<file path="config.mk">
export PLATFORM = sky130hd
export DESIGN_NAME = pfmt
export DESIGN_NICKNAME = d
export VERILOG_FILES = /design/src/rtl/pfmt_pkg.sv /design/src/rtl/pfmt_fifo.sv /design/src/rtl/pfmt.sv
export SDC_FILE = /design/constraint.sdc
export NUM_CORES = 1
export LEC_CHECK = 0
export ABC_AREA = 1
export CAP_MARGIN = 20
export CORE_UTILIZATION = 25
export CTS_BUF_LIST = sky130_fd_sc_hd__clkbuf_8
export CTS_CLUSTER_SIZE = 24
export DETAILED_ROUTE_END_ITERATION = 12
export PLACE_DENSITY_LB_ADDON = 0.3
export SYNTH_ARGS = -nofsm -noshare
export SYNTH_HDL_FRONTEND = slang
export SYNTH_HIERARCHICAL = 1
export SYNTH_SLANG_ARGS = --single-unit
</file>
<file path="constraint.sdc">
create_clock -name clk -period 4 [get_ports clk]
set_input_delay 1.2 -clock clk [delete_from_list [all_inputs] [get_ports clk]]
set_output_delay 1.2 -clock clk [all_outputs]
set_load 0.05 [all_outputs]
</file>
<file path="src/rtl/pfmt_pkg.sv">
// Shared segment codes, address map constants and the physical-to-virtual
// translation rules used by the pfmt block.
package pfmt_pkg;

  localparam logic [1:0] SEG_KUSEG = 2'd0;
  localparam logic [1:0] SEG_KSEG0 = 2'd1;
  localparam logic [1:0] SEG_KSEG1 = 2'd2;
  localparam logic [1:0] SEG_KHIGH = 2'd3;

  localparam logic [31:0] KSEG0_BASE  = 32'h8000_0000;
  localparam logic [31:0] KSEG1_BASE  = 32'hA000_0000;
  localparam logic [31:0] KSEG01_SPAN = 32'h2000_0000;
  localparam logic [31:0] KUSEG_LIMIT = 32'h8000_0000;

  typedef struct packed {
    logic [31:0] vaddr;
    logic [1:0]  seg;
    logic        err;
  } xlate_t;

  localparam int XLATE_W = $bits(xlate_t);

  // Kernel accesses to the low 512 MB fold back into kseg0/kseg1; anything
  // else keeps its address and is only classified.
  function automatic xlate_t translate(input logic [31:0] paddr,
                                       input logic        uncached,
                                       input logic        user);
    xlate_t r;
    r.vaddr = paddr;
    r.seg   = SEG_KUSEG;
    r.err   = 1'b0;
    if (user) begin
      if (paddr >= KUSEG_LIMIT) begin
        r.seg = SEG_KHIGH;
        r.err = 1'b1;
      end
    end else if (paddr < KSEG01_SPAN) begin
      r.vaddr = paddr | (uncached ? KSEG1_BASE : KSEG0_BASE);
      r.seg   = uncached ? SEG_KSEG1 : SEG_KSEG0;
    end else if (paddr >= KUSEG_LIMIT) begin
      r.seg = SEG_KHIGH;
    end
    return r;
  endfunction

endpackage

</file>
<file path="src/rtl/pfmt_fifo.sv">
// Parameterised WIDTH x DEPTH synchronous FIFO with full/empty flags.
// The read port shows zero while empty so a freshly reset FIFO drives zeros.
module pfmt_fifo #(
  parameter int WIDTH = 35,
  parameter int DEPTH = 2
) (
  input  logic             clk,
  input  logic             resetn,
  input  logic             i_push,
  input  logic [WIDTH-1:0] i_wdata,
  input  logic             i_pop,
  output logic [WIDTH-1:0] o_rdata,
  output logic             o_full,
  output logic             o_empty
);

  localparam int AW = (DEPTH > 1) ? $clog2(DEPTH) : 1;
  localparam logic [AW-1:0] PTR_ONE  = 1;
  localparam logic [AW:0]   CNT_ONE  = 1;
  localparam logic [AW:0]   CNT_FULL = DEPTH[AW:0];

  logic [WIDTH-1:0] r_mem [DEPTH];
  logic [AW-1:0]    r_wrPtr;
  logic [AW-1:0]    r_rdPtr;
  logic [AW:0]      r_count;
  logic             w_doPush;
  logic             w_doPop;

  assign o_full   = (r_count == CNT_FULL);
  assign o_empty  = (r_count == '0);
  assign w_doPush = i_push && !o_full;
  assign w_doPop  = i_pop && !o_empty;
  assign o_rdata  = o_empty ? '0 : r_mem[r_rdPtr];

  always_ff @(posedge clk) begin
    if (!resetn) begin
      r_wrPtr <= '0;
      r_rdPtr <= '0;
      r_count <= '0;
    end else begin
      if (w_doPush) r_wrPtr <= r_wrPtr + PTR_ONE;
      if (w_doPop)  r_rdPtr <= r_rdPtr + PTR_ONE;
      case ({w_doPush, w_doPop})
        2'b10:   r_count <= r_count + CNT_ONE;
        2'b01:   r_count <= r_count - CNT_ONE;
        default: r_count <= r_count;
      endcase
    end
  end

  // Storage carries no reset; validity is tracked entirely by r_count.
  always_ff @(posedge clk) begin
    if (w_doPush) r_mem[r_wrPtr] <= i_wdata;
  end

endmodule

</file>
<file path="src/rtl/pfmt.sv">
// Physical-to-virtual fixed mapper: translates on entry, queues results in a
// small FIFO and keeps saturating per-segment counters of drained traffic.
module pfmt
  import pfmt_pkg::*;
#(
  parameter int DEPTH = 2,
  parameter int CNT_W = 32
) (
  input  logic             clk,
  input  logic             resetn,
  input  logic             in_valid,
  output logic             in_ready,
  input  logic [31:0]      in_paddr,
  input  logic             in_uncached,
  input  logic             in_user,
  output logic             out_valid,
  input  logic             out_ready,
  output logic [31:0]      out_vaddr,
  output logic [1:0]       out_seg,
  output logic             out_err,
  input  logic             cnt_clr,
  output logic [CNT_W-1:0] cnt_kuseg,
  output logic [CNT_W-1:0] cnt_kseg0,
  output logic [CNT_W-1:0] cnt_kseg1,
  output logic [CNT_W-1:0] cnt_err
);

  xlate_t             w_inXlate;
  xlate_t             w_head;
  logic [XLATE_W-1:0] w_headBits;
  logic               w_full;
  logic               w_empty;
  logic               w_push;
  logic               w_pop;
  logic [CNT_W-1:0]   r_cntKuseg;
  logic [CNT_W-1:0]   r_cntKseg0;
  logic [CNT_W-1:0]   r_cntKseg1;
  logic [CNT_W-1:0]   r_cntErr;

  function automatic logic [CNT_W-1:0] satInc(input logic [CNT_W-1:0] v);
    return (v == '1) ? v : v + CNT_W'(1);
  endfunction

  assign w_inXlate = translate(in_paddr, in_uncached, in_user);
  assign in_ready  = !w_full && resetn;
  assign w_push    = in_valid && in_ready;
  assign out_valid = !w_empty;
  assign w_pop     = out_valid && out_ready;

  pfmt_fifo #(
    .WIDTH (XLATE_W),
    .DEPTH (DEPTH)
  ) u_fifo (
    .clk     (clk),
    .resetn  (resetn),
    .i_push  (w_push),
    .i_wdata (w_inXlate),
    .i_pop   (w_pop),
    .o_rdata (w_headBits),
    .o_full  (w_full),
    .o_empty (w_empty)
  );

  assign w_head    = xlate_t'(w_headBits);
  assign out_vaddr = w_head.vaddr;
  assign out_seg   = w_head.seg;
  assign out_err   = w_head.err;

  // Errors are counted only as errors; KHIGH without error has no counter.
  always_ff @(posedge clk) begin
    if (!resetn || cnt_clr) begin
      r_cntKuseg <= '0;
      r_cntKseg0 <= '0;
      r_cntKseg1 <= '0;
      r_cntErr   <= '0;
    end else if (w_pop) begin
      if (w_head.err) begin
        r_cntErr <= satInc(r_cntErr);
      end else begin
        case (w_head.seg)
          SEG_KUSEG: r_cntKuseg <= satInc(r_cntKuseg);
          SEG_KSEG0: r_cntKseg0 <= satInc(r_cntKseg0);
          SEG_KSEG1: r_cntKseg1 <= satInc(r_cntKseg1);
          default:   r_cntErr   <= r_cntErr;
        endcase
      end
    end
  end

  assign cnt_kuseg = r_cntKuseg;
  assign cnt_kseg0 = r_cntKseg0;
  assign cnt_kseg1 = r_cntKseg1;
  assign cnt_err   = r_cntErr;

endmodule
</file>
==> tab_implementation.tex <==
\begin{tabular}{lr}
\hline
Metric & Value \\
\hline
\multicolumn{2}{l}{\textbf{Timing}} \\
Final-report hold violation count & 0 \\
Max transition margin & 43.9\% \\
Setup violation total in the final timing report & 0 \\
Final min period & 3710 ps \\
Worst slew pin tran & 841 ps \\
Peak Freq & 269 MHz \\
Final Max Tran Viols & 0 \\
Skew final & 34.9 ps \\
Post-route clock period utilization & 92.9\% \\
Setup repair after global routing missed its margin & false \\
Final total negative setup slack & 0 ps \\
\multicolumn{2}{l}{\textbf{Critical path}} \\
Maximum fanout along the worst path & 21 \\
Flop2flop setup slack & 1000 ps \\
Startpoint class of the critical path & flip-flop \\
Capturing point of the worst reg2reg path & cnt\_kseg0[22] \\
Termination of the worst setup path & out\_vaddr[12] \\
Critical Path RT & 2800 ps \\
R2R cell count & 13 \\
Worst path arrival time & 2510 ps \\
Worst setup EP type & output port \\
Classification of the worst setup path & reg -> out \\
\multicolumn{2}{l}{\textbf{Logic synthesis}} \\
Flop and latch count out of synthesis & 203 \\
Async set-or-reset flop fraction in the synthesized netlist & 0\% \\
Fraction of the yosys area taken by sequential cells & 42.6\% \\
Post-Syn Area per Cell & 6.81 sq um \\
Number of flops mapped to enable cells by yosys & 70 \\
Number of distinct library cells after synthesis & 32 \\
Share of Yosys cell area claimed by the top area cell type & 23.8\% \\
Warning count from the yosys run & 6 \\
Syn\_nets & 1687 \\
Leading cell types by total area after synthesis & sky130\_fd\_sc\_hd\_\_dfxtp\_1 24\%, sky130\_fd\_sc\_hd\_\_edfxtp\_1 19\%, sky130\_fd\_sc\_hd\_\_nand2\_1 17\%, sky130\_fd\_sc\_hd\_\_nor2\_1 13\%, sky130\_fd\_sc\_hd\_\_inv\_1 5.3\% \\
Cell Area, Synth & 11200 sq um \\
Most frequently used flop master after synthesis & sky130\_fd\_sc\_hd\_\_dfxtp\_1 \\
Cell count after synthesis & 1643 \\
Cell taking the most area after synthesis & sky130\_fd\_sc\_hd\_\_dfxtp\_1 \\
\multicolumn{2}{l}{\textbf{Power and ir drop}} \\
Power density relative to cell area & 337 nW/um\^{}2 \\
Power, Total & 4.95 mW \\
Worst vdd rail ir drop & 0.000236 V \\
Leakage component of the power & 5.05 nW \\
\multicolumn{2}{l}{\textbf{Job}} \\
Max Cap Viol & 0 \\
\multicolumn{2}{l}{\textbf{Finish}} \\
Area grow syn2layout & 31.1\% \\
Fraction of final layout cells with drive strength greater than 1 & 8.09\% \\
Count of fill cells added during filler insertion & 4746 \\
Number of antenna repair diodes & 0 \\
Final design area excluding fillers & 14700 sq um \\
Net count reported at finish & 1904 \\
Total area of multi-input combinational cells & 5520 sq um \\
Footprint of the flip-flops and latches & 4760 sq um \\
\multicolumn{2}{l}{\textbf{Floorplanning}} \\
Die Footprint & 45600 sq um \\
Std-Cell Core Area & 44200 sq um \\
Starting density of the core & 25.3\% \\
I/O pin count & 204 \\
Die extent in y & 214 microns \\
DIE WIDTH & 214 microns \\
Placement Rows & 77 \\
\multicolumn{2}{l}{\textbf{Global routing}} \\
Total global routing track utilization & 14.8\% \\
Largest net degree at the start of global routing & 64 \\
GRT Max-Usage Layer & met2 \\
Total grt overflow & 0 \\
First-pass GRT wire length & 53800 microns \\
Global-route track usage on met2 & 23.8\% \\
Number of antenna violations at the first check in global routing & 0 \\
Via count of the first global-routing pass & 10336 \\
Met3 Usage GRT & 4.26\% \\
Met1 capacity usage during global routing & 18.8\% \\
\multicolumn{2}{l}{\textbf{Worst hold path}} \\
Hold crit path type & reg -> reg \\
\multicolumn{2}{l}{\textbf{Placement}} \\
Placement Cell Area & 13800 sq um \\
Placer Congestion & 0.851 \\
Post-DP HPWL & 24000 microns \\
Port Buffers & 203 \\
\multicolumn{2}{l}{\textbf{Clocking}} \\
Clock tree from TritonCTS & yes \\
Clock Pin Slew Worst Setup and Hold Paths & 50 ps \\
Number of clock buffers inserted by TritonCTS & 41 \\
Total number of H-tree levels & 2 \\
Cts-stage hold buffer count & 0 \\
Source-to-sink clock delay at the later pin of the worst-skew pair & 610 ps \\
CTS Root Buffer Type & sky130\_fd\_sc\_hd\_\_clkbuf\_8 \\
Number of clock sinks seen by CTS & 203 \\
Maximum buffer depth of the clock tree & 3 \\
\multicolumn{2}{l}{\textbf{Detailed routing}} \\
Detail-routed via count per cell & 4.39 \\
Average wire per cell in the routed design & 13.6 microns \\
Violation count after the first detailed-routing iteration & 549 \\
Count of antenna-violating nets left after detailed routing & 0 \\
TritonRoute pass-1 iters & 5 \\
Routed vias & 10897 \\
Remaining routing DRC violations & 0 \\
Overall routed net length & 33700 microns \\
\multicolumn{2}{l}{\textbf{Run status}} \\
Run status & completed \\
\hline
\end{tabular}
-- layer usage --
layer / vias to the layer above / part of all wire, %
li1: 5619 / -
met1: 4933 / 46
met2: 298 / 45
met3: 47 / 7.3
met4: 0 / 1.9
met5: - / 0
-- synthesized netlist by cell type (11+ instances only) --
cell / count
sky130_fd_sc_hd__a21oi_1: 60
sky130_fd_sc_hd__buf_2: 16
sky130_fd_sc_hd__buf_6: 11
sky130_fd_sc_hd__dfxtp_1: 133
sky130_fd_sc_hd__edfxtp_1: 70
sky130_fd_sc_hd__inv_1: 159
sky130_fd_sc_hd__nand2_1: 496
sky130_fd_sc_hd__nand3_1: 107
sky130_fd_sc_hd__nand4_1: 20
sky130_fd_sc_hd__nor2_1: 400
sky130_fd_sc_hd__nor2_2: 23
sky130_fd_sc_hd__nor2_4: 15
sky130_fd_sc_hd__nor3_1: 12
sky130_fd_sc_hd__o21ai_0: 13
sky130_fd_sc_hd__o21bai_1: 39
-- sequential cells by signal, indices dropped and copies added, names as in the netlist, named ones only --
name,flops
u_fifo/r_mem,70
cnt_kseg1,32
u_fifo/r_rdPtr,1
u_fifo/r_count,2
cnt_kuseg,32
cnt_err,32
cnt_kseg0,32
u_fifo/r_wrPtr,1
-- layout by cell type, fill, tap and decap left out, drive strengths merged --
master         count
o21bai            39
nor3              12
clkbuf            48
nor2             439
buf               17
dfxtp            133
clkinv            10
ha                 5
edfxtp            70
nor4               1
nand2            515
nand3            116
inv              181
bufinv             2
or2                1
a21oi             60
nand3b             7
xor2               1
clkdlybuf4s50    196
and2               4
nand4             20
o21ai             13
nor3b              1
-- final cells by class --
class	instances	area share [%]
Tap cell	592	5.05
Clock buffer	48	4.50
Inverter	167	4.29
Timing Repair Buffer	213	14.8
Multi-Input combinational cell	1234	37.6
Clock inverter	26	1.32
Sequential cell	203	32.5
-- kinds of logic (layout without fill, tap and decap cells) --
group           after synthesis  count (layout)  synth area share, %
compound gates              112             112                 5.88
buf+inv                     207             454                 8.34
fa+ha+maj                     5               5                0.559
flops                       203             203                 42.6
xor+xnor                      1               1               0.0783
simple gates               1115            1116                 42.6
-- critical path: stages, from the launching register on --
cell and delay (ps):
sky130_fd_sc_hd__dfxtp_1 310, sky130_fd_sc_hd__inv_2 310, sky130_fd_sc_hd__buf_4 260, sky130_fd_sc_hd__nand2_1 70
sky130_fd_sc_hd__a21oi_1 140, sky130_fd_sc_hd__clkdlybuf4s50_1 830
-- how the worst min path moves through the flow --
stage | from | cells past startpoint | slack [ps] | endpoint
4_1_cts | u_fifo/r_rdPtr | 2 | 510 | u_fifo/r_rdPtr
3_5_place_dp | u_fifo/r_rdPtr | 2 | 490 | u_fifo/r_rdPtr
3_3_place_gp | u_fifo/r_rdPtr | 2 | 480 | u_fifo/r_rdPtr
6_report | u_fifo/r_rdPtr | 2 | 510 | u_fifo/r_rdPtr
5_1_grt | u_fifo/r_wrPtr | 2 | 550 | u_fifo/r_wrPtr
2_1_floorplan | u_fifo/r_rdPtr | 2 | 470 | flip-flop
-- report_power, final --
group | total, mW | internal (mW) | switching (mW)
combinational | 0.533 | 0.159 | 0.375
clock | 2.23 | 1.24 | 0.991
sequential | 2.19 | 2.17 | 0.0148
total | 4.95 | 3.57 | 1.38
-- repair_timing --
| item | in CTS | in global routing |
|---|---|---|
| resized for setup | 0 | 1 |
| buffers inserted | 0 | 0 |
| setup endpoints to repair | 0 | 23 |
-- through the flow --
stage | setup WS, ps | utilization, % | cells | hold slack (ps)
2_1_floorplan | 412 | - | 1643 | 467
3_3_place_gp | 578 | 31.2 | 2408 | 481
3_5_place_dp | 545 | 31.2 | 2408 | 494
4_1_cts | 27.2 | 33.2 | 2482 | 511
5_1_grt | 95.2 | 33.2 | 2483 | 551
6_report | 285 | 33.2 | 2483 | 510
Note: power is estimated with default switching activity, not from simulation.
